===== config.mk =====
export PLATFORM = sky130hd
export DESIGN_NAME = hazard_unit
export DESIGN_NICKNAME = d
export VERILOG_FILES = /design/src/rtl/hazard_pkg.sv /design/src/rtl/hazard_md_timer.sv /design/src/rtl/hazard_unit.sv
export SDC_FILE = /design/constraint.sdc
export NUM_CORES = 1
export LEC_CHECK = 0
export BUFFER_PORTS_ARGS = -buffer_cell sky130_fd_sc_hd__buf_2
export CORE_ASPECT_RATIO = 0.9
export CORE_UTILIZATION = 56
export CTS_BUF_LIST = sky130_fd_sc_hd__clkbuf_4 sky130_fd_sc_hd__clkbuf_8
export CTS_CLUSTER_SIZE = 14
export DETAILED_ROUTE_END_ITERATION = 10
export PLACE_DENSITY = 0.87
export SETUP_SLACK_MARGIN = 0.5
export SLEW_MARGIN = 20
export SYNTH_ARGS = -nofsm -noshare
export SYNTH_HDL_FRONTEND = slang
export SYNTH_SLANG_ARGS = --single-unit

===== constraint.sdc =====
create_clock -name reloj -period 4.15 [get_ports reloj]
set_input_delay 0.6225 -clock reloj [delete_from_list [all_inputs] [get_ports reloj]]
set_output_delay 0.6225 -clock reloj [all_outputs]
set_load 0.05 [all_outputs]

===== src/rtl/hazard_pkg.sv =====
// Shared types and defaults for the pipeline hazard unit.
package hazard_pkg;

  typedef enum logic {
    RUN     = 1'b0,
    MD_BUSY = 1'b1
  } state_t;

  localparam int MD_LATENCY_DEF = 4;
  localparam int MD_CNT_W       = 4;

endpackage


===== src/rtl/hazard_md_timer.sv =====
// Down-counter that times the multiply/divide stall; parks at zero once expired.
module hazard_md_timer
  import hazard_pkg::*;
#(
  parameter logic [MD_CNT_W-1:0] LOAD_VALUE = MD_CNT_W'(MD_LATENCY_DEF - 2)
) (
  input  logic                reloj,
  input  logic                reset,
  input  logic                load,
  output logic [MD_CNT_W-1:0] value,
  output logic                zero
);

  assign zero = (value == '0);

  // NOTE: sequential state uses non-blocking assignments so every flop samples pre-edge values.
  always_ff @(posedge reloj) begin
    if (reset) begin
      value <= '0;
    end else if (load) begin
      value <= LOAD_VALUE;
    end else if (!zero) begin
      value <= value - 1'b1;
    end
  end

endmodule


===== src/rtl/hazard_unit.sv =====
// Pipeline hazard control: load-use bubbles, branch flushes, multi-cycle MD stalls
// and a saturating stall statistics counter.
module hazard_unit
  import hazard_pkg::*;
#(
  parameter int MD_LATENCY  = MD_LATENCY_DEF,
  parameter int STALL_CNT_W = 16
) (
  input  logic                   reloj,
  input  logic                   reset,
  input  logic [4:0]             rs_id,
  input  logic [4:0]             rt_id,
  input  logic [4:0]             rt_ex,
  input  logic                   memread_ex,
  input  logic                   branch_taken,
  input  logic                   md_start,
  output logic                   enablePC,
  output logic                   enableIF,
  output logic                   resetIF,
  output logic                   enableID,
  output logic                   resetID,
  output logic                   busy,
  output logic [STALL_CNT_W-1:0] stall_count
);

  localparam logic [MD_CNT_W-1:0] MD_LOAD = MD_CNT_W'(MD_LATENCY - 2);

  state_t              state, state_next;
  logic                md_load;
  logic                md_zero;
  logic [MD_CNT_W-1:0] md_cnt;
  logic                load_use;

  // r0 is hardwired to zero, so a load targeting it never creates a dependency.
  assign load_use = memread_ex && (rt_ex != 5'd0) &&
                    ((rt_ex == rs_id) || (rt_ex == rt_id));

  hazard_md_timer #(
    .LOAD_VALUE (MD_LOAD)
  ) u_md_timer (
    .reloj (reloj),
    .reset (reset),
    .load  (md_load),
    .value (md_cnt),
    .zero  (md_zero)
  );

  always_ff @(posedge reloj) begin
    if (reset) begin
      state <= RUN;
    end else begin
      state <= state_next;
    end
  end

  // NOTE: every always_comb output gets a default first so no path can infer a latch.
  always_comb begin
    state_next = state;
    md_load    = 1'b0;
    enablePC   = 1'b1;
    enableIF   = 1'b1;
    enableID   = 1'b1;
    resetIF    = 1'b0;
    resetID    = 1'b0;
    busy       = 1'b0;

    if (reset) begin
      enablePC = 1'b0;
      enableIF = 1'b0;
      enableID = 1'b0;
      resetIF  = 1'b1;
      resetID  = 1'b1;
    end else begin
      unique case (state)
        RUN: begin
          if (branch_taken) begin
            // Taken branch squashes both younger stages, including any MD start.
            resetIF = 1'b1;
            resetID = 1'b1;
          end else begin
            if (load_use) begin
              enablePC = 1'b0;
              enableIF = 1'b0;
              resetID  = 1'b1;
            end
            if (md_start) begin
              md_load    = 1'b1;
              state_next = MD_BUSY;
            end
          end
        end
        MD_BUSY: begin
          enablePC = 1'b0;
          enableIF = 1'b0;
          enableID = 1'b0;
          busy     = 1'b1;
          if (md_zero) begin
            state_next = RUN;
          end
        end
        default: state_next = RUN;
      endcase
    end
  end

  always_ff @(posedge reloj) begin
    if (reset) begin
      stall_count <= '0;
    end else if (!enablePC && !(&stall_count)) begin
      stall_count <= stall_count + 1'b1;
    end
  end

endmodule


* Word-level counts from Yosys, hierarchy flattened
Index checks and enable logic that the tools add are counted.
Widths: inputs -> output; s select.
** Operators by class
- $add $sub $neg :: 2
- Equality and inequality tests :: 3
- Multiplexer cells :: 23
- Bitwise gates (word level) :: 1
- Reduce and logical (&&, ||, !) cells :: 10
** Operators with widths (number)
- $mux 1 :: 19
- $add 16x1->16 const B :: 1
- $reduce_and 16->1 :: 1
- $eq 5x5->1 :: 2
- $reduce_bool 5->1 :: 1
- $logic_not 4->1 :: 1
- $mux 2 :: 2
- $pmux 1 s2 :: 2
- $sub 4x1->4 const B :: 1
- $logic_and 1x1->1 :: 3
- $logic_not 1->1 :: 2
- $ne 2x2->1 const B :: 1
- $reduce_or 2->1 :: 1
- $logic_or 1x1->1 :: 1
- $not 1->1 :: 1
** Word-level totals
- Register bits after elaboration :: 21
- Bits of input ports :: 20
- Output and inout port bits :: 22
- Logic and storage cells :: 43

* Logic depth before layout (Yosys ltp)
Gate-level depths: netlist of the first run.
- Word-level depth :: 9
- Mapped depth :: 7
- Gate-level depth less buffers :: 7

* Cells and area by module
From an unflattened synthesis of the first run, not the netlist that was laid out.
** Unflattened totals
- Cells, all modules :: 143
- Area total of the unflattened synthesis :: 1232.4 sq um
** By module, submodules not included
- hazard_unit :: times used 1, cells each 127, area an instance 1071.0 sq um, sequential area each 340.3 sq um
- hazard_md_timer :: times used 1, cells each 16, area an instance 161.4 sq um, sequential area each 80.1 sq um

* Least setup slack after synthesis of the first run
No wires, ideal clock.
- Kind :: input -> output
- Start :: input port reset
- End :: output port enablePC
- Arrival time :: 3035 ps
- Data required time :: 3527 ps
- Setup slack :: 492 ps
- Stages on the path :: 3
- Cells stage by stage :: nor2_1 -> a21boi_0 -> buf_4
** On the way
- Cells in the longest elaborated chain, start to end :: 1
** Ends and longest elaborated chain
- start: declaration :: RTL line hazard_unit.sv:10 : input logic reset,
- $mux 1
- end: declaration :: RTL line hazard_unit.sv:17 : output logic enablePC,
Every way passes these cells.

* Worst setup path in the final report of the first run
- Start :: input port rt_ex[1]
- End :: output port enablePC
** On the way
- Cells in the longest elaborated chain, start to end :: 7
** Ends and longest elaborated chain
- start: declaration :: RTL line hazard_unit.sv:13 : input logic [4:0] rt_ex,
- $eq 5x5->1 / $reduce_bool 5->1 (equally long branches) :: RTL line hazard_unit.sv:36, hazard_unit.sv:35
- $logic_or 1x1->1 / $logic_and 1x1->1 (equally long branches) :: RTL line hazard_unit.sv:36, hazard_unit.sv:35
- $logic_and 1x1->1 (*) :: RTL line hazard_unit.sv:35 : assign load_use = memread_ex && (rt_ex != 5'd0) &&
- $mux 1 (*) :: RTL line hazard_unit.sv:81 : if (load_use) begin
- $mux 1 (*) :: RTL line hazard_unit.sv:76 : if (branch_taken) begin
- $pmux 1 s2 (*) :: RTL line hazard_unit.sv:74 : unique case (state)
- $mux 1 (*) :: RTL line hazard_unit.sv:67 : if (reset) begin
Every way passes the cells marked *; elsewhere a longest branch is shown, timed or not.

==> run_summary.xml, run 1 <==
<?xml version="1.0" encoding="UTF-8"?>
<metrics>
  <group name="die">
    <metric name="floorplan.die.height" unit="µm">47.6</metric>
    <metric name="ios" unit="">42</metric>
    <metric name="fp.dieArea" unit="µm²">2500</metric>
    <metric name="rows" unit="">16</metric>
    <metric name="die-width" unit="µm">52.6</metric>
    <metric name="initial_cell_density_of_the_core" unit="%">59.2</metric>
    <metric name="coreArea" unit="µm²">2180</metric>
  </group>
  <group name="finish">
    <metric name="finalNetCount" unit="">216</metric>
    <metric name="diodes" unit="">0</metric>
    <metric name="post_route_cells_drive_above_1_share" unit="%">28.4</metric>
    <metric name="regArea" unit="µm²">420</metric>
    <metric name="flow.area_growth_from_synthesis" unit="%">18.5</metric>
    <metric name="final.fill_count" unit="">186</metric>
    <metric name="utilization" unit="%">70.1</metric>
    <metric name="multi_input_area" unit="µm²">833</metric>
  </group>
  <group name="clock_network">
    <metric name="postCtsSetupRepairBufs" unit="">0</metric>
    <metric name="post_cts_resized" unit="">0</metric>
    <metric name="cts_root_buf" unit="">sky130_fd_sc_hd__clkbuf_4</metric>
    <metric name="cts_hold_buffers" unit="">0</metric>
    <metric name="clockBufferDepth" unit="">2</metric>
    <metric name="htree_num_levels" unit="">1</metric>
    <metric name="clk_pin_slew_worst_paths" unit="ps">100</metric>
    <metric name="tritoncts_num_sinks" unit="">21</metric>
    <metric name="insertion_delay" unit="ps">300</metric>
    <metric name="tritoncts" unit="">built</metric>
    <metric name="cts_made_buffers" unit="">3</metric>
  </group>
  <group name="worst_setup_path">
    <metric name="worst_ep_required_time" unit="ps">3530</metric>
    <metric name="critical_path.endpoint_type" unit="">output port</metric>
    <metric name="arrival" unit="ps">2020</metric>
    <metric name="critical_path.startpoint_type" unit="">input pin</metric>
    <metric name="maximum_net_fanout_on_the_critical_path" unit="">3</metric>
    <metric name="worstSetupPathType" unit="">input pin to output port</metric>
  </group>
  <group name="placed_design">
    <metric name="place.gp.congestion" unit="">0.780</metric>
    <metric name="io_port_bufs" unit="">41</metric>
    <metric name="hpwl_detailed" unit="µm">2130</metric>
  </group>
  <group name="timing">
    <metric name="report.final.slew_viol_count" unit="">0</metric>
    <metric name="worst-slew-pin-transition" unit="ps">519</metric>
    <metric name="fmax" unit="MHz">379</metric>
    <metric name="fin_worst_skew" unit="ps">12.2</metric>
    <metric name="max-slew-margin-rel" unit="%">65.4</metric>
    <metric name="finalCritPeriodShare" unit="%">63.6</metric>
    <metric name="rsz0062_at_grt" unit="">false</metric>
    <metric name="finalCriticalPeriod" unit="ps">2640</metric>
    <metric name="setup_viols_final" unit="">0</metric>
    <metric name="finalSetupTns" unit="ps">0</metric>
    <metric name="hold_violations" unit="">0</metric>
  </group>
  <group name="synth">
    <metric name="synth_top_cell_area_share" unit="%">32.6</metric>
    <metric name="synth_area_leaders" unit="">sky130_fd_sc_hd__dfxtp_1 (33%), sky130_fd_sc_hd__xnor2_1 (6.8%), sky130_fd_sc_hd__or4_1 (5.8%), sky130_fd_sc_hd__nor2_1 (4.9%), sky130_fd_sc_hd__nand2_1 (4.4%)</metric>
    <metric name="yosysWarnings" unit="">0</metric>
    <metric name="top_cell_types_by_occurrence_after_synthesis" unit="">sky130_fd_sc_hd__dfxtp_1 (21), sky130_fd_sc_hd__nor2_1 (17), sky130_fd_sc_hd__nand2_1 (15)</metric>
    <metric name="netlist-cell-type-count" unit="">39</metric>
    <metric name="synth_sequential_area_ratio" unit="%">32.6</metric>
    <metric name="yosysMostFrequentCell" unit="">sky130_fd_sc_hd__dfxtp_1</metric>
    <metric name="synth_nets" unit="">175</metric>
    <metric name="postSynthCellCount" unit="">154</metric>
    <metric name="synthArstFlopShare" unit="%">0</metric>
    <metric name="synth.largest_area_cell" unit="">sky130_fd_sc_hd__dfxtp_1</metric>
    <metric name="synth-edff-count" unit="">0</metric>
    <metric name="synthFlopType" unit="">sky130_fd_sc_hd__dfxtp_1</metric>
    <metric name="netlist_area" unit="µm²">1290</metric>
    <metric name="syn_area_per_cell" unit="µm²">8.38</metric>
    <metric name="number_of_synthesized_register_bits" unit="">21</metric>
  </group>
  <group name="run_status">
    <metric name="failed_checks" unit="">DRC</metric>
    <metric name="run_status" unit="">finished with violations</metric>
  </group>
  <group name="pwr">
    <metric name="power_per_cell_area" unit="nW/µm²">249</metric>
    <metric name="sw_frac_of_total" unit="%">28.2</metric>
    <metric name="power.ir.vdd_worst" unit="mV">0.182</metric>
    <metric name="cellLeakagePower" unit="nW">0.632</metric>
    <metric name="pwr-share-seq" unit="%">54.2</metric>
    <metric name="share_comb_of_total_power" unit="%">18.9</metric>
    <metric name="internal-power" unit="mW">0.274</metric>
    <metric name="clock_network_power_share" unit="%">26.9</metric>
    <metric name="net-switching-power" unit="mW">0.108</metric>
  </group>
  <group name="global_routing">
    <metric name="grt.total_usage" unit="%">24.2</metric>
    <metric name="grt_remaining_overflow" unit="">0</metric>
    <metric name="grt_antenna_before_repair" unit="">0</metric>
    <metric name="number_of_global_route_vias_before_repair" unit="">1098</metric>
    <metric name="pin_count_of_the_biggest_net_entering_global_routing" unit="">32</metric>
    <metric name="first_pass_grt_wire_length" unit="µm">4420</metric>
  </group>
  <group name="detailed_routing">
    <metric name="first_pass_iteration_count_of_the_detailed_router" unit="">7</metric>
    <metric name="detailed_router_s_first_iteration_violation_count" unit="">26</metric>
    <metric name="route.antenna.remaining_nets" unit="">0</metric>
    <metric name="vias" unit="">1270</metric>
    <metric name="routed_via_density" unit="">5.75</metric>
    <metric name="post_route_wl" unit="µm">2800</metric>
    <metric name="wl_per_cell" unit="µm">12.7</metric>
    <metric name="drc" unit="">1</metric>
  </group>
  <group name="hold_path">
    <metric name="worst_hold_path_type" unit="">flop to flop</metric>
  </group>
  <group name="flow_run">
    <metric name="cap_violations" unit="">0</metric>
  </group>
</metrics>
[cell families after synthesis]
| group | after synthesis | share of synthesized area [%] |
|---|---|---|
| mux | 5 | 4.55 |
| simple gates | 78 | 34.4 |
| buf+inv | 7 | 2.91 |
| flops | 21 | 32.6 |
| compound gates | 31 | 17.2 |
| fa+ha+maj | 1 | 0.969 |
| xor+xnor | 11 | 7.46 |
[through the flow]
step	std cells	setup WS (ps)	total power, mW	area, µm²	hold WS, ps
after detailed placement	217	1510	0.283	1500	481
final	221	1510	0.381	1530	505
after CTS	221	1510	0.386	1530	498
after global routing	221	1400	0.400	1530	537
after global placement	217	1540	0.281	1500	461
after floorplan	154	899	0.263	1290	442
[layout make-up]
cell class | instances | area share (%)
inverter | 2 | 0.491
multi-input combinational | 126 | 54.5
clock buffer | 4 | 1.96
sequential | 21 | 27.5
tap | 27 | 2.21
timing repair buffer | 41 | 13.4
[critical path, cell delays in order]
cell                       delay, ps
sky130_fd_sc_hd__buf_2           120
sky130_fd_sc_hd__or4_1           530
sky130_fd_sc_hd__o21ai_2         180
sky130_fd_sc_hd__nor2_1           90
sky130_fd_sc_hd__a21boi_1        180
sky130_fd_sc_hd__buf_2           290
[state kept, by name, summed over array words and instances, names as in the netlist]
signal            cells
u_md_timer.value      4
stall_count          16
state                 1
[routing by layer]
metal / track usage [%] / share of wire, % / vias to the layer above
met4: 11.6 / 0.71 / 0
met5: 0 / 0 / -
met2: 43.3 / 50 / 44
met1: 28.8 / 44 / 582
met3: 4.13 / 5.3 / 2
li1: - / - / 642
[placed cells by master (no fill, tap or decap)]
cell type / count
sky130_fd_sc_hd__nor3_1: 3
sky130_fd_sc_hd__inv_1: 2
sky130_fd_sc_hd__mux2_4: 1
sky130_fd_sc_hd__buf_2: 41
sky130_fd_sc_hd__a31oi_1: 1
sky130_fd_sc_hd__or3b_2: 1
sky130_fd_sc_hd__xor2_1: 1
sky130_fd_sc_hd__dfxtp_1: 21
sky130_fd_sc_hd__nand2_1: 15
sky130_fd_sc_hd__nor3b_1: 2
sky130_fd_sc_hd__a21oi_2: 1
sky130_fd_sc_hd__xnor2_1: 10
sky130_fd_sc_hd__o22ai_4: 1
sky130_fd_sc_hd__nand2b_1: 3
sky130_fd_sc_hd__mux2_1: 3
sky130_fd_sc_hd__mux2i_1: 1
sky130_fd_sc_hd__nor4_4: 1
sky130_fd_sc_hd__o41ai_1: 1
sky130_fd_sc_hd__o31ai_1: 4
sky130_fd_sc_hd__or4_1: 10
sky130_fd_sc_hd__nand4_1: 4
sky130_fd_sc_hd__nor2_1: 17
sky130_fd_sc_hd__nor2b_1: 9
sky130_fd_sc_hd__a21oi_1: 8
sky130_fd_sc_hd__nand3b_1: 1
sky130_fd_sc_hd__o21ai_0: 8
sky130_fd_sc_hd__o21ai_2: 1
sky130_fd_sc_hd__a31oi_2: 1
sky130_fd_sc_hd__a41oi_2: 1
sky130_fd_sc_hd__nand3_1: 7
sky130_fd_sc_hd__ha_1: 1
sky130_fd_sc_hd__or3_1: 3
sky130_fd_sc_hd__o211ai_1: 1
sky130_fd_sc_hd__a21boi_1: 1
sky130_fd_sc_hd__nand4_4: 1
sky130_fd_sc_hd__a21o_1: 2
sky130_fd_sc_hd__nor2_2: 1
sky130_fd_sc_hd__clkbuf_4: 4
[final timing paths]
path / startpoint / end / slack [ps] / depth (start not counted)
setup reg to reg: stall_count[0] / stall_count[10] / 1910 / 7
setup / recovery: rt_ex[1] / enablePC / 1510 / 6
hold / removal: u_md_timer.value[0] / u_md_timer.value[0] / 510 / 1
hold reg to reg: u_md_timer.value[0] / u_md_timer.value[0] / 510 / 1
[power groups by stage]
stage               logic, mW  registers (mW)  clock network (mW)
floorplan              0.0493           0.214                   0
global placement       0.0700           0.211                   0
detailed placement     0.0721           0.211                   0
CTS                    0.0723           0.207               0.107
global route           0.0778           0.207               0.115
finish                 0.0719           0.207               0.103
(Power assumes the default switching activity.)
==> inputs of run 2 (changes only) <==
ABC_AREA = 1   (was unset)
CORE_UTILIZATION = 47   (was 56)
PLACE_DENSITY = 0.77   (was 0.87)
clock period = 2.3 ns   (was 4.15 ns; I/O delays follow)
==> run 2 against run 1 <==
Against the previous run:
- the flow now finishes without violations
- hold slack worse by 110 ps
- global-route usage fell by 1.6 points
- clock power up 91%
- die area grew 24%
- critical endpoint is now resetID
- largest power group unchanged
==> run_summary.xml, run 2 <==
<?xml version="1.0" encoding="UTF-8"?>
<metrics>
  <group name="timing">
    <metric name="max-slew-margin-rel" unit="%">70.6</metric>
    <metric name="finalCritPeriodShare" unit="%">75.6</metric>
    <metric name="rsz0062_at_grt" unit="">true</metric>
    <metric name="setup_viols_final" unit="">0</metric>
    <metric name="fmax" unit="MHz">575</metric>
    <metric name="report.final.slew_viol_count" unit="">0</metric>
    <metric name="finalCriticalPeriod" unit="ps">1740</metric>
    <metric name="finalSetupTns" unit="ps">0</metric>
    <metric name="worst-slew-pin-transition" unit="ps">437</metric>
    <metric name="hold_violations" unit="">0</metric>
    <metric name="worst_hold_slack" unit="ps">398</metric>
    <metric name="fin_worst_skew" unit="ps">9.15</metric>
  </group>
  <group name="detailed_routing">
    <metric name="wl_per_cell" unit="µm">11.2</metric>
    <metric name="detailed_router_s_first_iteration_violation_count" unit="">73</metric>
    <metric name="first_pass_iteration_count_of_the_detailed_router" unit="">4</metric>
    <metric name="total_length_of_routed_met2_wires" unit="µm">1630</metric>
    <metric name="route.antenna.remaining_nets" unit="">0</metric>
    <metric name="routed-wl-met3" unit="µm">183</metric>
    <metric name="post_route_wl" unit="µm">3300</metric>
    <metric name="vias" unit="">1463</metric>
    <metric name="met1_length" unit="µm">1470</metric>
    <metric name="drc" unit="">0</metric>
    <metric name="maxUsedRoutingLayer" unit="">met4</metric>
    <metric name="routed_via_density" unit="">4.98</metric>
  </group>
  <group name="synth">
    <metric name="postSynthCellCount" unit="">210</metric>
    <metric name="netlist-cell-type-count" unit="">24</metric>
    <metric name="number_of_synthesized_register_bits" unit="">21</metric>
    <metric name="synth_nets" unit="">231</metric>
    <metric name="yosysMostFrequentCell" unit="">sky130_fd_sc_hd__nand2_1</metric>
    <metric name="synth_area_leaders" unit="">sky130_fd_sc_hd__dfxtp_1 (31%), sky130_fd_sc_hd__nand2_1 (15%), sky130_fd_sc_hd__nand3_1 (11%), sky130_fd_sc_hd__inv_1 (7.2%), sky130_fd_sc_hd__nor2_1 (6.4%)</metric>
    <metric name="synth.largest_area_cell" unit="">sky130_fd_sc_hd__dfxtp_1</metric>
    <metric name="top_cell_types_by_occurrence_after_synthesis" unit="">sky130_fd_sc_hd__nand2_1 (54), sky130_fd_sc_hd__nand3_1 (29), sky130_fd_sc_hd__inv_1 (26)</metric>
    <metric name="synth_sequential_area_ratio" unit="%">31.0</metric>
    <metric name="synthFlopType" unit="">sky130_fd_sc_hd__dfxtp_1</metric>
    <metric name="synth_top_cell_area_share" unit="%">31.0</metric>
    <metric name="synthArstFlopShare" unit="%">0</metric>
    <metric name="yosysWarnings" unit="">0</metric>
    <metric name="syn_area_per_cell" unit="µm²">6.46</metric>
    <metric name="synth-edff-count" unit="">0</metric>
    <metric name="netlist_area" unit="µm²">1360</metric>
  </group>
  <group name="worst_setup_path">
    <metric name="worstSetupPathType" unit="">input pin to output port</metric>
    <metric name="worst_ep_required_time" unit="ps">1960</metric>
    <metric name="critical_path.startpoint_type" unit="">input pin</metric>
    <metric name="reg2regPathDepth" unit="">8</metric>
    <metric name="critical_path.endpoint_type" unit="">output port</metric>
    <metric name="startpoint" unit="">reset</metric>
    <metric name="regToRegSetupSlack" unit="ps">610</metric>
    <metric name="reg2reg_from" unit="">stall_count[0]</metric>
    <metric name="arrival" unit="ps">1390</metric>
    <metric name="maximum_net_fanout_on_the_critical_path" unit="">18</metric>
    <metric name="end_of_the_worst_register_to_register_path" unit="">stall_count[3]</metric>
    <metric name="critical_path.endpoint" unit="">resetID</metric>
  </group>
  <group name="global_routing">
    <metric name="grt.total_usage" unit="%">22.7</metric>
    <metric name="grt_remaining_overflow" unit="">0</metric>
    <metric name="grt_antenna_before_repair" unit="">0</metric>
    <metric name="pin_count_of_the_biggest_net_entering_global_routing" unit="">19</metric>
    <metric name="number_of_global_route_vias_before_repair" unit="">1297</metric>
    <metric name="first_pass_grt_wire_length" unit="µm">5460</metric>
  </group>
  <group name="finish">
    <metric name="mostFrequentLayoutCell" unit="">sky130_fd_sc_hd__nand2_1</metric>
    <metric name="final_cell_mix" unit="">sky130_fd_sc_hd__nand2_1 (53), sky130_fd_sc_hd__buf_2 (36), sky130_fd_sc_hd__nand3_1 (28), sky130_fd_sc_hd__inv_1 (23), sky130_fd_sc_hd__nor2_1 (20)</metric>
    <metric name="post_route_cells_drive_above_1_share" unit="%">29.5</metric>
    <metric name="top_register" unit="">stall_count</metric>
    <metric name="finalNetCount" unit="">276</metric>
    <metric name="diodes" unit="">0</metric>
    <metric name="top_regs" unit="">stall_count (16), u_md_timer.value (4), state (1)</metric>
    <metric name="postLayoutCellArea" unit="µm²">1740</metric>
    <metric name="flow.area_growth_from_synthesis" unit="%">28.2</metric>
    <metric name="final.fill_count" unit="">265</metric>
    <metric name="largest_register_ffs" unit="">16</metric>
  </group>
  <group name="die">
    <metric name="floorplan.die.height" unit="µm">53.0</metric>
    <metric name="ios" unit="">42</metric>
    <metric name="rows" unit="">18</metric>
    <metric name="die-width" unit="µm">58.6</metric>
    <metric name="initial_cell_density_of_the_core" unit="%">49.4</metric>
    <metric name="coreArea" unit="µm²">2750</metric>
    <metric name="fp.dieArea" unit="µm²">3100</metric>
  </group>
  <group name="pwr">
    <metric name="power.ir.vdd_worst" unit="mV">0.295</metric>
    <metric name="power_per_cell_area" unit="nW/µm²">445</metric>
    <metric name="cellLeakagePower" unit="nW">0.821</metric>
  </group>
  <group name="clock_network">
    <metric name="tritoncts_num_sinks" unit="">21</metric>
    <metric name="insertion_delay" unit="ps">310</metric>
    <metric name="cts_hold_buffers" unit="">0</metric>
    <metric name="cts_root_buf" unit="">sky130_fd_sc_hd__clkbuf_4</metric>
    <metric name="clk_pin_slew_worst_paths" unit="ps">110</metric>
    <metric name="clockBufferDepth" unit="">2</metric>
    <metric name="cts_made_buffers" unit="">3</metric>
    <metric name="tritoncts" unit="">built</metric>
    <metric name="htree_num_levels" unit="">1</metric>
  </group>
  <group name="flow_run">
    <metric name="cap_violations" unit="">0</metric>
  </group>
  <group name="hold_path">
    <metric name="hold_path_stages" unit="">3</metric>
    <metric name="worst_hold_path_type" unit="">input pin to flop</metric>
  </group>
  <group name="run_status">
    <metric name="run_status" unit="">completed</metric>
  </group>
  <group name="placed_design">
    <metric name="hpwl_detailed" unit="µm">2310</metric>
    <metric name="io_port_bufs" unit="">41</metric>
    <metric name="dpl_cell_area" unit="µm²">1590</metric>
    <metric name="place.gp.congestion" unit="">0.817</metric>
  </group>
</metrics>
## run 2: cell types whose count changed in the layout (fill, tap and decap cells not counted), moves of 8 or more
cell	before	now
sky130_fd_sc_hd__inv_1	2	23
sky130_fd_sc_hd__nand2_1	15	53
sky130_fd_sc_hd__nand3_1	7	28
sky130_fd_sc_hd__or4_1	10	0
sky130_fd_sc_hd__nor2b_1	9	0
sky130_fd_sc_hd__a21oi_1	8	16
## run 2: cell families (layout without fill, tap and decap cells)
group | Yosys count | in the layout | share of synthesized area, %
AOI/OAI and AO/OA | 22 | 22 | 8.67
xor gates and xnor gates | 15 | 15 | 9.69
and+or+nand+nor | 117 | 117 | 38.3
buffers and inverters | 34 | 78 | 11.4
DFF | 21 | 21 | 31.0
adders and majority gates | 1 | 1 | 0.922
## run 2: timing repair
item,in CTS,in global routing
endpoints found under the setup margin,16,17
pin swaps,0,11
setup buffers,2,3
resized for setup,2,20
## run 2: area by class of cell
class	instances	area, µm²	share of cell area [%]
Timing Repair Buffer	47	290	16.7
Multi-Input combinational cell	155	828	47.6
Sequential cell	21	433	24.9
Inverter	27	108	6.19
Clock buffer	4	30.0	1.73
Tap cell	40	50.0	2.88
## run 2: worst min-delay path by stage
stage | startpoint | endpoint | slack (ps)
floorplan | u_md_timer.value[0] | u_md_timer.value[0] | 410
global placement | u_md_timer.value[0] | u_md_timer.value[0] | 430
detailed placement | u_md_timer.value[3] | u_md_timer.value[3] | 450
finish | md_start | state | 400
global route | md_start | state | 400
CTS | md_start | state | 380
## run 2: per-stage QoR
stage	power [mW]	cells	util (%)	setup WS [ps]
floorplan	0.525	210	-	273
global placement	0.562	285	58.0	447
detailed placement	0.563	285	58.0	462
CTS	0.760	291	60.6	507
global route	0.809	294	63.3	474
finish	0.773	294	63.3	562
## run 2: routing by layer
layer / global-route usage, % / vias up
met1: 29.2 / 655
li1: - / 758
met4: 4.37 / 0
met5: 0 / -
met2: 39.5 / 48
met3: 4.40 / 2
## run 2: critical path, cell delays in order
cell	delay (ps)
sky130_fd_sc_hd__buf_2	320
sky130_fd_sc_hd__inv_1	240
sky130_fd_sc_hd__o21ai_2	110
sky130_fd_sc_hd__a31o_2	120
sky130_fd_sc_hd__buf_2	250
## run 2: where the power goes
group,total [mW],internal (mW),switching (mW)
combinational,0.191,0.0661,0.125
sequential,0.385,0.375,0.0100
clock,0.197,0.0795,0.117
==> inputs of run 3 (changes only) <==
ABC_AREA = 0   (was 1)
PLACE_DENSITY = 0.78   (was 0.77)
clock period = 1.57 ns   (was 2.3 ns; I/O delays follow)
==> run 3 against run 2 <==
Against the previous run:
- the run now fails in global routing (5_1_grt)
- synthesized cell count shrank 27%
- area after synthesis is 4.8% lower
==> run_summary.xml, run 3 <==
<?xml version="1.0" encoding="UTF-8"?>
<metrics>
  <group name="run_status">
    <metric name="run_status" unit="">stopped before the end</metric>
    <metric name="stop_stage" unit="">global routing (5_1_grt)</metric>
    <metric name="flow.first_error" unit="">[ERROR DPL-0038] Utilization greater than 100%, impossible to legalize</metric>
  </group>
  <group name="global_routing">
    <metric name="pin_count_of_the_biggest_net_entering_global_routing" unit="">31</metric>
  </group>
  <group name="timing">
    <metric name="grt_repair_worst_endpoint" unit="">stall_count[9]$_SDFFE_PP0P_/D</metric>
    <metric name="worstEndpointType" unit="">register data pin</metric>
  </group>
  <group name="synth">
    <metric name="synth_top_cell_area_share" unit="%">32.6</metric>
    <metric name="synth.largest_area_cell" unit="">sky130_fd_sc_hd__dfxtp_1</metric>
    <metric name="netlist_area" unit="µm²">1290</metric>
    <metric name="netlist-cell-type-count" unit="">39</metric>
    <metric name="synth-edff-count" unit="">0</metric>
    <metric name="number_of_synthesized_register_bits" unit="">21</metric>
    <metric name="synth_area_leaders" unit="">sky130_fd_sc_hd__dfxtp_1 (33%), sky130_fd_sc_hd__xnor2_1 (6.8%), sky130_fd_sc_hd__or4_1 (5.8%), sky130_fd_sc_hd__nor2_1 (4.9%), sky130_fd_sc_hd__nand2_1 (4.4%)</metric>
    <metric name="top_cell_types_by_occurrence_after_synthesis" unit="">sky130_fd_sc_hd__dfxtp_1 (21), sky130_fd_sc_hd__nor2_1 (17), sky130_fd_sc_hd__nand2_1 (15)</metric>
    <metric name="synthArstFlopShare" unit="%">0</metric>
    <metric name="postSynthCellCount" unit="">154</metric>
    <metric name="synth_nets" unit="">175</metric>
    <metric name="yosysMostFrequentCell" unit="">sky130_fd_sc_hd__dfxtp_1</metric>
    <metric name="synthFlopType" unit="">sky130_fd_sc_hd__dfxtp_1</metric>
    <metric name="yosysWarnings" unit="">0</metric>
    <metric name="syn_area_per_cell" unit="µm²">8.38</metric>
    <metric name="synth_sequential_area_ratio" unit="%">32.6</metric>
  </group>
  <group name="placed_design">
    <metric name="placedCellCount" unit="">250</metric>
    <metric name="io_port_bufs" unit="">41</metric>
    <metric name="hpwl_detailed" unit="µm">2730</metric>
    <metric name="place.gp.congestion" unit="">0.834</metric>
  </group>
  <group name="die">
    <metric name="die-width" unit="µm">57.3</metric>
    <metric name="rows" unit="">17</metric>
    <metric name="floorplan.die.height" unit="µm">51.7</metric>
    <metric name="ios" unit="">42</metric>
    <metric name="initial_cell_density_of_the_core" unit="%">51.0</metric>
  </group>
  <group name="clock_network">
    <metric name="htree_num_levels" unit="">1</metric>
    <metric name="cts_made_buffers" unit="">3</metric>
    <metric name="clockBufferDepth" unit="">2</metric>
    <metric name="cts_hold_buffers" unit="">0</metric>
    <metric name="tritoncts_num_sinks" unit="">21</metric>
    <metric name="cts_root_buf" unit="">sky130_fd_sc_hd__clkbuf_4</metric>
  </group>
</metrics>
[run 3: cell types whose count changed after synthesis, sizes merged, moves of 6 or more]
cell | previous run | this run
nand2 | 56 | 15
inv | 27 | 2
nand3 | 30 | 7
or4 | 0 | 10
nor2b | 0 | 9
a21oi | 17 | 9
xor2 | 8 | 1
nor2 | 24 | 18
[run 3: cell families after synthesis]
group                      after synthesis  synth area share [%]
and+or+nand+nor                         78                  34.4
adders and majority gates                1                 0.969
AOI/OAI and AO/OA                       31                  17.2
DFF                                     21                  32.6
muxes                                    5                  4.55
xor gates and xnor gates                11                  7.46
buffers and inverters                    7                  2.91
[run 3: timing repair]
| action | 4_1_cts |
|---|---|
| hold endpoints to repair | 0 |
| pin swaps | 27 |
| cloned | 1 |
| buffers inserted | 8 |
| gates resized for setup | 114 |
| setup endpoints to repair | 39 |
[run 3: per-stage QoR]
step | worst slack (ps) | cell area, µm² | TNS, ps | hold slack [ps]
2_1_floorplan | -296 | 1420 | -2800 | 397
3_3_place_gp | -394 | 1880 | -5200 | 456
3_5_place_dp | -481 | 1880 | -5970 | 483
4_1_cts | -285 | 2390 | -2640 | 250
==> inputs of run 4 (changes only) <==
CORE_AREA = 2 2 63 65   (was unset)
CORE_ASPECT_RATIO = unset   (was 0.9)
CORE_UTILIZATION = unset   (was 47)
CTS_BUF_LIST = unset   (was sky130_fd_sc_hd__clkbuf_4 sky130_fd_sc_hd__clkbuf_8)
CTS_CLUSTER_SIZE = unset   (was 14)
DIE_AREA = 0 0 65 67   (was unset)
PLACE_DENSITY = unset   (was 0.78)
PLACE_DENSITY_LB_ADDON = 0.15   (was unset)
SETUP_SLACK_MARGIN = unset   (was 0.5)
clock period = 2.04 ns   (was 1.57 ns; I/O delays follow)
==> run 4 against run 3 <==
Against the previous run:
- the run now ends clean
==> run_summary.xml, run 4 (synthesis gave the netlist of run 1 again) <==
<?xml version="1.0" encoding="UTF-8"?>
<metrics>
  <group name="clock_network">
    <metric name="tritoncts" unit="">built</metric>
    <metric name="postCtsSetupRepairBufs" unit="">0</metric>
    <metric name="clk_pin_slew_worst_paths" unit="ps">70</metric>
    <metric name="cts_root_buf" unit="">sky130_fd_sc_hd__clkbuf_8</metric>
    <metric name="cts_hold_buffers" unit="">0</metric>
    <metric name="insertion_delay" unit="ps">250</metric>
    <metric name="clockBufferDepth" unit="">2</metric>
    <metric name="cts_made_buffers" unit="">3</metric>
    <metric name="tritoncts_num_sinks" unit="">21</metric>
    <metric name="htree_num_levels" unit="">1</metric>
  </group>
  <group name="timing">
    <metric name="max-slew-margin-rel" unit="%">78.6</metric>
    <metric name="worst-slew-pin-transition" unit="ps">318</metric>
    <metric name="finalSetupTns" unit="ps">0</metric>
    <metric name="fin_worst_skew" unit="ps">2.28</metric>
    <metric name="finalCriticalPeriod" unit="ps">1980</metric>
    <metric name="finalCritPeriodShare" unit="%">97.2</metric>
    <metric name="setup_viols_final" unit="">0</metric>
    <metric name="post-route-worst-setup-slack" unit="ps">57.7</metric>
    <metric name="fmax" unit="MHz">504</metric>
    <metric name="hold_violations" unit="">0</metric>
    <metric name="report.final.slew_viol_count" unit="">0</metric>
    <metric name="rsz0062_at_grt" unit="">true</metric>
  </group>
  <group name="worst_setup_path">
    <metric name="critical_path.endpoint_type" unit="">output port</metric>
    <metric name="reg2regPathDepth" unit="">6</metric>
    <metric name="maximum_net_fanout_on_the_critical_path" unit="">3</metric>
    <metric name="critical_path.startpoint_type" unit="">input pin</metric>
    <metric name="reg2reg_from" unit="">stall_count[0]</metric>
    <metric name="critical_path.endpoint" unit="">enablePC</metric>
    <metric name="regToRegSetupSlack" unit="ps">180</metric>
    <metric name="end_of_the_worst_register_to_register_path" unit="">stall_count[13]</metric>
    <metric name="worst_ep_required_time" unit="ps">1730</metric>
    <metric name="arrival" unit="ps">1680</metric>
    <metric name="worstSetupPathType" unit="">input pin to output port</metric>
    <metric name="startpoint" unit="">rt_ex[1]</metric>
  </group>
  <group name="detailed_routing">
    <metric name="vias" unit="">1262</metric>
    <metric name="first_pass_iteration_count_of_the_detailed_router" unit="">4</metric>
    <metric name="detailed_router_s_first_iteration_violation_count" unit="">46</metric>
    <metric name="route.antenna.remaining_nets" unit="">0</metric>
    <metric name="post_route_wl" unit="µm">3100</metric>
    <metric name="wl_per_cell" unit="µm">12.4</metric>
    <metric name="routed_via_density" unit="">5.07</metric>
    <metric name="drc" unit="">0</metric>
  </group>
  <group name="pwr">
    <metric name="internal-power" unit="mW">0.614</metric>
    <metric name="net-switching-power" unit="mW">0.234</metric>
    <metric name="power.ir.vdd_worst" unit="mV">0.348</metric>
    <metric name="clock_network_power_share" unit="%">31.8</metric>
    <metric name="cellLeakagePower" unit="nW">0.682</metric>
    <metric name="sw_frac_of_total" unit="%">27.6</metric>
    <metric name="share_comb_of_total_power" unit="%">18.8</metric>
    <metric name="power_per_cell_area" unit="nW/µm²">508</metric>
    <metric name="pwr-share-seq" unit="%">49.4</metric>
  </group>
  <group name="die">
    <metric name="initial_cell_density_of_the_core" unit="%">35.8</metric>
    <metric name="die-width" unit="µm">65</metric>
    <metric name="floorplan.die.height" unit="µm">67</metric>
    <metric name="fp.dieArea" unit="µm²">4360</metric>
    <metric name="ios" unit="">42</metric>
    <metric name="rows" unit="">22</metric>
    <metric name="coreArea" unit="µm²">3610</metric>
  </group>
  <group name="finish">
    <metric name="top_regs" unit="">stall_count (16), u_md_timer.value (4), state (1)</metric>
    <metric name="flow.area_growth_from_synthesis" unit="%">29.3</metric>
    <metric name="mostFrequentLayoutCell" unit="">sky130_fd_sc_hd__buf_2</metric>
    <metric name="diodes" unit="">0</metric>
    <metric name="largest_register_ffs" unit="">16</metric>
    <metric name="final_cell_mix" unit="">sky130_fd_sc_hd__buf_2 (39), sky130_fd_sc_hd__nor2_1 (16), sky130_fd_sc_hd__nand2_1 (15), sky130_fd_sc_hd__dfxtp_2 (13)</metric>
    <metric name="finalNetCount" unit="">223</metric>
    <metric name="top_register" unit="">stall_count</metric>
    <metric name="post_route_cells_drive_above_1_share" unit="%">39.3</metric>
  </group>
  <group name="placed_design">
    <metric name="hpwl_detailed" unit="µm">2470</metric>
    <metric name="io_port_bufs" unit="">41</metric>
    <metric name="place.gp.congestion" unit="">0.799</metric>
    <metric name="dp_slack" unit="ps">12.1</metric>
  </group>
  <group name="global_routing">
    <metric name="number_of_global_route_vias_before_repair" unit="">1194</metric>
    <metric name="pin_count_of_the_biggest_net_entering_global_routing" unit="">29</metric>
    <metric name="grt_remaining_overflow" unit="">0</metric>
    <metric name="grt.total_usage" unit="%">15.0</metric>
    <metric name="first_pass_grt_wire_length" unit="µm">5170</metric>
    <metric name="grt_antenna_before_repair" unit="">0</metric>
  </group>
  <group name="hold_path">
    <metric name="worst_hold_path_type" unit="">input pin to flop</metric>
    <metric name="worst_hold_startpoint" unit="">md_start</metric>
  </group>
  <group name="flow_run">
    <metric name="cap_violations" unit="">0</metric>
  </group>
  <group name="run_status">
    <metric name="run_status" unit="">completed</metric>
  </group>
</metrics>
[run 4: how the worst min path moves through the flow]
stage / endpoint / cells after the start
2_1_floorplan: u_md_timer.value[3] / 2
5_1_grt: state / 3
3_3_place_gp: u_md_timer.value[3] / 2
3_5_place_dp: u_md_timer.value[3] / 2
6_report: state / 3
4_1_cts: state / 3
[run 4: critical path, cell delays in order]
cell,delay (ps)
sky130_fd_sc_hd__buf_2,120
sky130_fd_sc_hd__or4_1,530
sky130_fd_sc_hd__o21ai_2,180
sky130_fd_sc_hd__nor2_1,120
sky130_fd_sc_hd__a21boi_4,170
sky130_fd_sc_hd__clkbuf_4,250
[run 4: power groups by stage]
stage | clock network [mW] | registers [mW] | logic (mW)
floorplan | 0 | 0.435 | 0.104
global placement | 0 | 0.428 | 0.157
detailed placement | 0 | 0.429 | 0.160
CTS | 0.281 | 0.419 | 0.160
global route | 0.296 | 0.420 | 0.174
finish | 0.269 | 0.419 | 0.159
[run 4: layer usage]
metal,part of all wire [%],track usage (%)
met5,0,0
met4,0.45,3.19
met3,3.2,3.38
met2,51,27.8
met1,45,17.4
[run 4: timing repair]
action                                  CTS  global route
gates resized for setup                   0             2
endpoints found under the setup margin    0             3
endpoints found under the hold margin     0             0
[run 4: per-stage QoR]
step / hold WS, ps / area (µm²) / instances / power, mW / util [%]
detailed placement: 466 / 1620 / 245 / 0.589 / 44.9
CTS: 383 / 1660 / 249 / 0.860 / 46.1
floorplan: 442 / 1330 / 154 / 0.539 / -
global placement: 463 / 1620 / 245 / 0.585 / 44.9
global route: 429 / 1670 / 249 / 0.889 / 46.3
finish: 379 / 1670 / 249 / 0.848 / 46.3
[run 4: area by class of cell]
| type | instances | area, µm² |
|---|---|---|
| Clock buffer | 4 | 45.0 |
| Fill cell | 370 | 1940 |
| Inverter | 2 | 7.51 |
| Multi-Input combinational cell | 126 | 850 |
| Sequential cell | 21 | 444 |
| Tap cell | 48 | 60.1 |
| Timing Repair Buffer | 48 | 263 |
